[src/rtl/joy_pkg.sv]
// rtl/joy_pkg.sv - shared constants and state type for the joystick serializer
package joy_pkg;

  localparam int JOY_UP    = 7;
  localparam int JOY_DOWN  = 6;
  localparam int JOY_LEFT  = 5;
  localparam int JOY_RIGHT = 4;
  localparam int JOY_FIRE1 = 3;
  localparam int JOY_FIRE2 = 2;
  localparam int JOY_FIRE3 = 1;
  localparam int JOY_START = 0;

  localparam int FRAME_BITS = 16;

  typedef enum logic {
    LOAD,
    SHIFT
  } joy_state_e;

endpackage

[src/rtl/sync_edge.sv]
// rtl/sync_edge.sv - multi-flop synchronizer with rise/fall detection on the synchronized level
module sync_edge #(
  parameter int   STAGES    = 2,
  parameter logic RESET_VAL = 1'b1
) (
  input  logic clk,
  input  logic reset,
  input  logic din,
  output logic level,
  output logic rise,
  output logic fall
);

  logic [STAGES-1:0] sync_q;
  logic              prev_q;

  always_ff @(posedge clk) begin
    if (reset) begin
      sync_q <= {STAGES{RESET_VAL}};
      prev_q <= RESET_VAL;
    end else begin
      sync_q <= {sync_q[STAGES-2:0], din};
      prev_q <= sync_q[STAGES-1];
    end
  end

  assign level = sync_q[STAGES-1];
  assign rise  = level & ~prev_q;
  assign fall  = ~level & prev_q;

endmodule

[src/rtl/joy_serializer.sv]
// rtl/joy_serializer.sv - two-pad joystick parallel-load/serial-shift emulation for a host decoder
module joy_serializer
  import joy_pkg::*;
#(
  parameter int   SYNC_STAGES = 2,
  parameter logic FILL_BIT    = 1'b1
) (
  input  logic       clk,
  input  logic       reset,
  input  logic       joy_clk,
  input  logic       joy_load_n,
  input  logic [7:0] joy1,
  input  logic [7:0] joy2,
  output logic       joy_data,
  output logic       frame_done,
  output logic       overrun
);

  localparam logic [4:0] LAST_BIT = 5'(FRAME_BITS - 1);
  localparam logic [4:0] SAT_CNT  = 5'(FRAME_BITS);

  logic clk_level, clk_rise, clk_fall;
  logic load_n_level, load_rise, load_fall;
  logic unused_edges;

  joy_state_e state, state_next;
  logic       do_load, do_shift;

  logic [FRAME_BITS-1:0] shreg;
  logic [FRAME_BITS-1:0] frame;
  logic [4:0]            bit_cnt;

  sync_edge #(.STAGES(SYNC_STAGES), .RESET_VAL(1'b1)) u_clk_sync (
    .clk   (clk),
    .reset (reset),
    .din   (joy_clk),
    .level (clk_level),
    .rise  (clk_rise),
    .fall  (clk_fall)
  );

  sync_edge #(.STAGES(SYNC_STAGES), .RESET_VAL(1'b1)) u_load_sync (
    .clk   (clk),
    .reset (reset),
    .din   (joy_load_n),
    .level (load_n_level),
    .rise  (load_rise),
    .fall  (load_fall)
  );

  assign unused_edges = ^{clk_level, clk_fall, load_rise, load_fall};
  assign frame        = {joy2, joy1};

  // The cycle that leaves LOAD neither loads nor shifts, so the register freezes.
  always_comb begin
    state_next = state;
    do_load    = 1'b0;
    do_shift   = 1'b0;
    case (state)
      LOAD: begin
        if (load_n_level) begin
          state_next = SHIFT;
        end else begin
          do_load = 1'b1;
        end
      end
      SHIFT: begin
        if (!load_n_level) begin
          state_next = LOAD;
          do_load    = 1'b1;
        end else begin
          do_shift = clk_rise;
        end
      end
      default: state_next = SHIFT;
    endcase
  end

  always_ff @(posedge clk) begin
    if (reset) begin
      state      <= SHIFT;
      shreg      <= 16'hFFFF;
      joy_data   <= 1'b1;
      bit_cnt    <= 5'd0;
      frame_done <= 1'b0;
      overrun    <= 1'b0;
    end else begin
      state      <= state_next;
      frame_done <= 1'b0;
      if (do_load) begin
        shreg    <= frame;
        joy_data <= frame[0];
        bit_cnt  <= 5'd0;
        overrun  <= 1'b0;
      end else if (do_shift) begin
        shreg <= {FILL_BIT, shreg[FRAME_BITS-1:1]};
        if (bit_cnt >= LAST_BIT) begin
          overrun  <= 1'b1;
          bit_cnt  <= SAT_CNT;
          joy_data <= FILL_BIT;
        end else begin
          bit_cnt    <= bit_cnt + 5'd1;
          joy_data   <= shreg[1];
          frame_done <= (bit_cnt == LAST_BIT - 5'd1);
        end
      end
    end
  end

endmodule

[config.mk]
export PLATFORM = sky130hd
export DESIGN_NAME = joy_serializer
export DESIGN_NICKNAME = d
export VERILOG_FILES = /design/src/rtl/joy_pkg.sv /design/src/rtl/sync_edge.sv /design/src/rtl/joy_serializer.sv
export SDC_FILE = /design/constraint.sdc
export NUM_CORES = 1
export LEC_CHECK = 0
export CORE_MARGIN = 2
export CORE_UTILIZATION = 30
export DETAILED_ROUTE_END_ITERATION = 7
export GPL_ROUTABILITY_DRIVEN = 0
export GPL_TIMING_DRIVEN = 0
export PLACE_DENSITY_LB_ADDON = 0.25
export SLEW_MARGIN = 20
export SYNTH_ARGS = -nofsm -noshare
export SYNTH_HDL_FRONTEND = slang
export SYNTH_HIERARCHICAL = 1
export SYNTH_SLANG_ARGS = --single-unit
[constraint.sdc]
create_clock -name clk -period 2.5 [get_ports clk]
set_clock_uncertainty 0.15 [all_clocks]
set_input_delay 0.5 -clock clk [delete_from_list [all_inputs] [get_ports clk]]
set_output_delay 0.5 -clock clk [all_outputs]
set_load 0.03 [all_outputs]
== Word level (Yosys, flattened, before mapping) ==
Cells that the tools add are included.
Storage, ports and cells
  register bits after elaboration: 30
  input port bits: 20
  output and inout port bits: 3
Cells by class
  add/sub/neg operators: 1
  order comparisons: 1
  equality and inequality tests: 1
  multiplexer cells: 10
  bitwise logic cells: 3
  reductions and logical operators: 4
Operators by type and width (number)
  two-way mux 16 bit: 2
  two-way mux 1 bit: 7
  adder 5 x 1 -> 5 bit, second input constant: 1
  equality test 5 x 4 -> 1 bit, second input constant: 1
  greater-or-equal comparator 5 x 4 -> 1 bit, second input constant: 1
  two-way mux 5 bit: 1
  OR reduction 4 bit: 1
  inverter 1 bit: 2
  AND reduction 2 bit: 1
  nonzero test 2 bit: 1
  OR reduction 2 bit: 1
  bitwise AND 1 bit: 1

== Longest topological paths before layout ==
  depth after elaboration: 6
  depth in mapped cells: 7
  mapped depth without buffers: 6

== Modules after synthesis ==
The synthesis kept the hierarchy.
Modules (own cells, without submodules)
  joy_serializer: times used 1, cells each 135, area each 1164.9 sq um, sequential area each 480.5 sq um
  sync_edge: times used 2, cells each 8, area each 92.6 sq um, sequential area each 60.1 sq um

== Worst setup path after synthesis ==
Ideal clock, no wire load.
  path kind: reg-to-reg
  from: register bit_cnt[0]
  to: register bit_cnt[2]
  setup time: 74 ps
  arrival: 1725 ps
  required time: 2276 ps
  setup slack: 551 ps
  cell stages (with the launch flop): 7
  buffers on the path: 0
  period minus slack after synthesis: 1949 ps
  cell sequence: dfxtp_1 -> ha_1 -> and3_1 -> ha_1 -> or2_4 -> or4b_1 -> a31oi_1
On the way
  word-level cells in the longest chain between the ends: 2
Ends and longest elaborated chain
  start: declaration: RTL line joy_serializer.sv:31  | logic [4:0] bit_cnt;
  start signal: assignment: RTL line joy_serializer.sv:102  | bit_cnt <= bit_cnt + 5'd1;
  adder 5 x 1 -> 5 bit or greater-or-equal comparator 5 x 4 -> 1 bit (tied branches): RTL line joy_serializer.sv:102, joy_serializer.sv:97
  two-way mux 5 bit (*): RTL line joy_serializer.sv:97  | if (bit_cnt >= LAST_BIT) begin
Mark *: on every way between the ends. The rest lies on a longest branch, timed or not.
A chain may end at the register's enable or synchronous reset.

== Worst setup path after layout ==
Ends and elaborated chain as after synthesis.

==> impl_metrics.env <==
export IMPL_dr_first_iter_drc_count=47
export IMPL_hold_class="reg -> reg"
export IMPL_crit_path_cell_trace="ha_1, and3_1, ha_1, or2_4, or4b_1, a31oi_1"
export IMPL_grt_pass1_vias=1190
export IMPL_antennaDiodeCount=0
export IMPL_cpMostUsedCell="ha_1"
export IMPL_antenna_left=0
export IMPL_min_delay_start="u_load_sync/sync_q[0]"
export IMPL_worstPathArrival_ps=2150
export IMPL_clk_pin_slew_ps=70
export IMPL_reg2reg_from="bit_cnt[0]"
export IMPL_die_height_um=69.9
export IMPL_post_dp_hpwl_mm=2.00
export IMPL_cts_hold_fix_buffers=0
export IMPL_post_drt_wl_per_cell_um=12.7
export IMPL_cts_tree="done"
export IMPL_final_nets=198
export IMPL_crit_fanout=6
export IMPL_cp_top_family="simple AND/OR/NAND/NOR gates"
export IMPL_path_buf_inv=0
export IMPL_rsz0062_at_grt="no"
export IMPL_clockBufferDepth=2
export IMPL_fin_util_pct=41.2
export IMPL_grt_ovfl_total=0
export IMPL_final_max_slew_viol_count=0
export IMPL_p_leak_uw=0.000730
export IMPL_h_tree_depth=2
export IMPL_ios=23
export IMPL_drive_gt1_share_pct=11.4
export IMPL_rows=23
export IMPL_vias=1135
export IMPL_power_density_mw_per_mm2=596
export IMPL_place_inst=218
export IMPL_die_x_um=69.9
export IMPL_area_delta_synth_final_pct=29.1
export IMPL_io_buffer_count=22
export IMPL_wl_mm=2.87
export IMPL_clock_root_buffer="clkbuf_8"
export IMPL_slowest_delay_ps=510
export IMPL_r2r_cells=6
export IMPL_ir_worst_vdd_v=0.000298
export IMPL_worst_pin_slew_ps=485
export IMPL_synth_warnings=6
export IMPL_drc=0
export IMPL_num_fill_cells=418
export IMPL_synth_cells=146
export IMPL_maxCapViolCount=0
export IMPL_report_final_setup_viol=0
export IMPL_cts_setup_buffers=0
export IMPL_cp_start_kind="register"
export IMPL_core_area_mm2=0.00409
export IMPL_synth_fp_nets=169
export IMPL_fin_cells=226
export IMPL_initial_core_util_pct=31.9
export IMPL_maxSlewHeadroom_pct=67.7
export IMPL_setup_tns_final_ps=0
export IMPL_crit_path_top_delay_cell="or4b_1"
export IMPL_fmax_mhz=480
export IMPL_grt_pass1_wl_mm=5.11
export IMPL_antenna_found_initial=0
export IMPL_worst_setup_path_type="reg -> reg"
export IMPL_avgViaCountPerCell=5.02
export IMPL_ctsResizeCount=0
export IMPL_synth_cell_area_mm2=0.00130
export IMPL_grt_use_total_pct=13.0
export IMPL_grt_max_degree=11
export IMPL_cts_sinks=29
export IMPL_syn_area_per_cell_um2=8.92
export IMPL_worstReg2RegEnd="bit_cnt[2]"
export IMPL_end_kind="register"
export IMPL_fin_crit_sh_pct=83.3
export IMPL_first_pass_iters=4
export IMPL_clk_latency_ps=290
export IMPL_hold_depth=1
export IMPL_die_area_mm2=0.00488
export IMPL_power_uw=1000
export IMPL_whs_endpoint="u_load_sync/sync_q[1]"
export IMPL_r2r_slack_ps=420
export IMPL_critPathRequiredTime_ps=2570
export IMPL_final_min_clock_period_ps=2080
export IMPL_hold_viol=0
export IMPL_numCtsBuffers=5
export IMPL_outcome="finished clean"
==> state kept, by name, indices dropped and copies added, names as in the netlist <==
signal              count
joy_data                1
shreg                  15
frame_done              1
u_load_sync/sync_q      2
state                   1
u_clk_sync/sync_q       2
u_clk_sync/prev_q       1
bit_cnt                 5
overrun                 1
==> worst max-delay path by stage <==
stage | startpoint | end | slack, ps | cells after the start
6_report | bit_cnt[0] | bit_cnt[2] | 420 | 6
3_3_place_gp | reset | shreg[15] | 230 | 4
5_1_grt | reset | joy_data | 350 | 5
2_1_floorplan | bit_cnt[0] | bit_cnt[2] | 550 | 6
3_5_place_dp | reset | shreg[15] | 230 | 4
4_1_cts | bit_cnt[0] | bit_cnt[2] | 440 | 6
==> per-layer routing <==
metal  global-route usage (%)  share of wire, %
met5                        0                 0
met4                     4.49               1.6
met3                     4.47               3.7
met2                     22.2                46
met1                     15.0                49
==> power breakdown <==
group	switching, µW	internal [µW]	total [µW]
clock network	185	223	408
registers	9.91	481	491
logic	46.0	56.8	103
==> stage by stage <==
stage | worst slack [ps] | instance area, µm² | hold WS (ps)
after floorplan | 551 | 1300 | 233
after global placement | 225 | 1590 | 238
after detailed placement | 233 | 1590 | 248
after CTS | 443 | 1680 | 265
after global routing | 350 | 1680 | 286
final | 417 | 1680 | 257
==> worst register-to-register path, delay by kind of cell, from the launching register on <==
family	cells	cell delay, ps
compound gates	1	130
fa+ha+maj	2	430
flops	1	350
simple gates	3	960
==> cells in the final DEF (no fill, tap or decap), types with 3 or more instances in the layout <==
master,count
clkdlybuf4s50_1,22
ha_1,3
a211o_1,14
clkbuf_1,3
a211oi_1,14
inv_1,18
nand2_1,4
o21ai_0,3
nor2_1,4
dfxtp_1,29
a21oi_1,18
clkbuf_8,6
or2_1,5
buf_2,7
==> area by class of cell <==
class / instances / area [µm²] / area share [%]
Buffer: 12 / 61.3 / 3.65
Clock buffer: 6 / 82.6 / 4.91
Timing Repair Buffer: 22 / 220 / 13.1
Tap cell: 50 / 62.6 / 3.72
Inverter: 18 / 67.6 / 4.02
Clock inverter: 2 / 13.8 / 0.818
Multi-Input combinational cell: 87 / 593 / 35.3
Sequential cell: 29 / 581 / 34.5
Power figures use the tool's default switching activity.
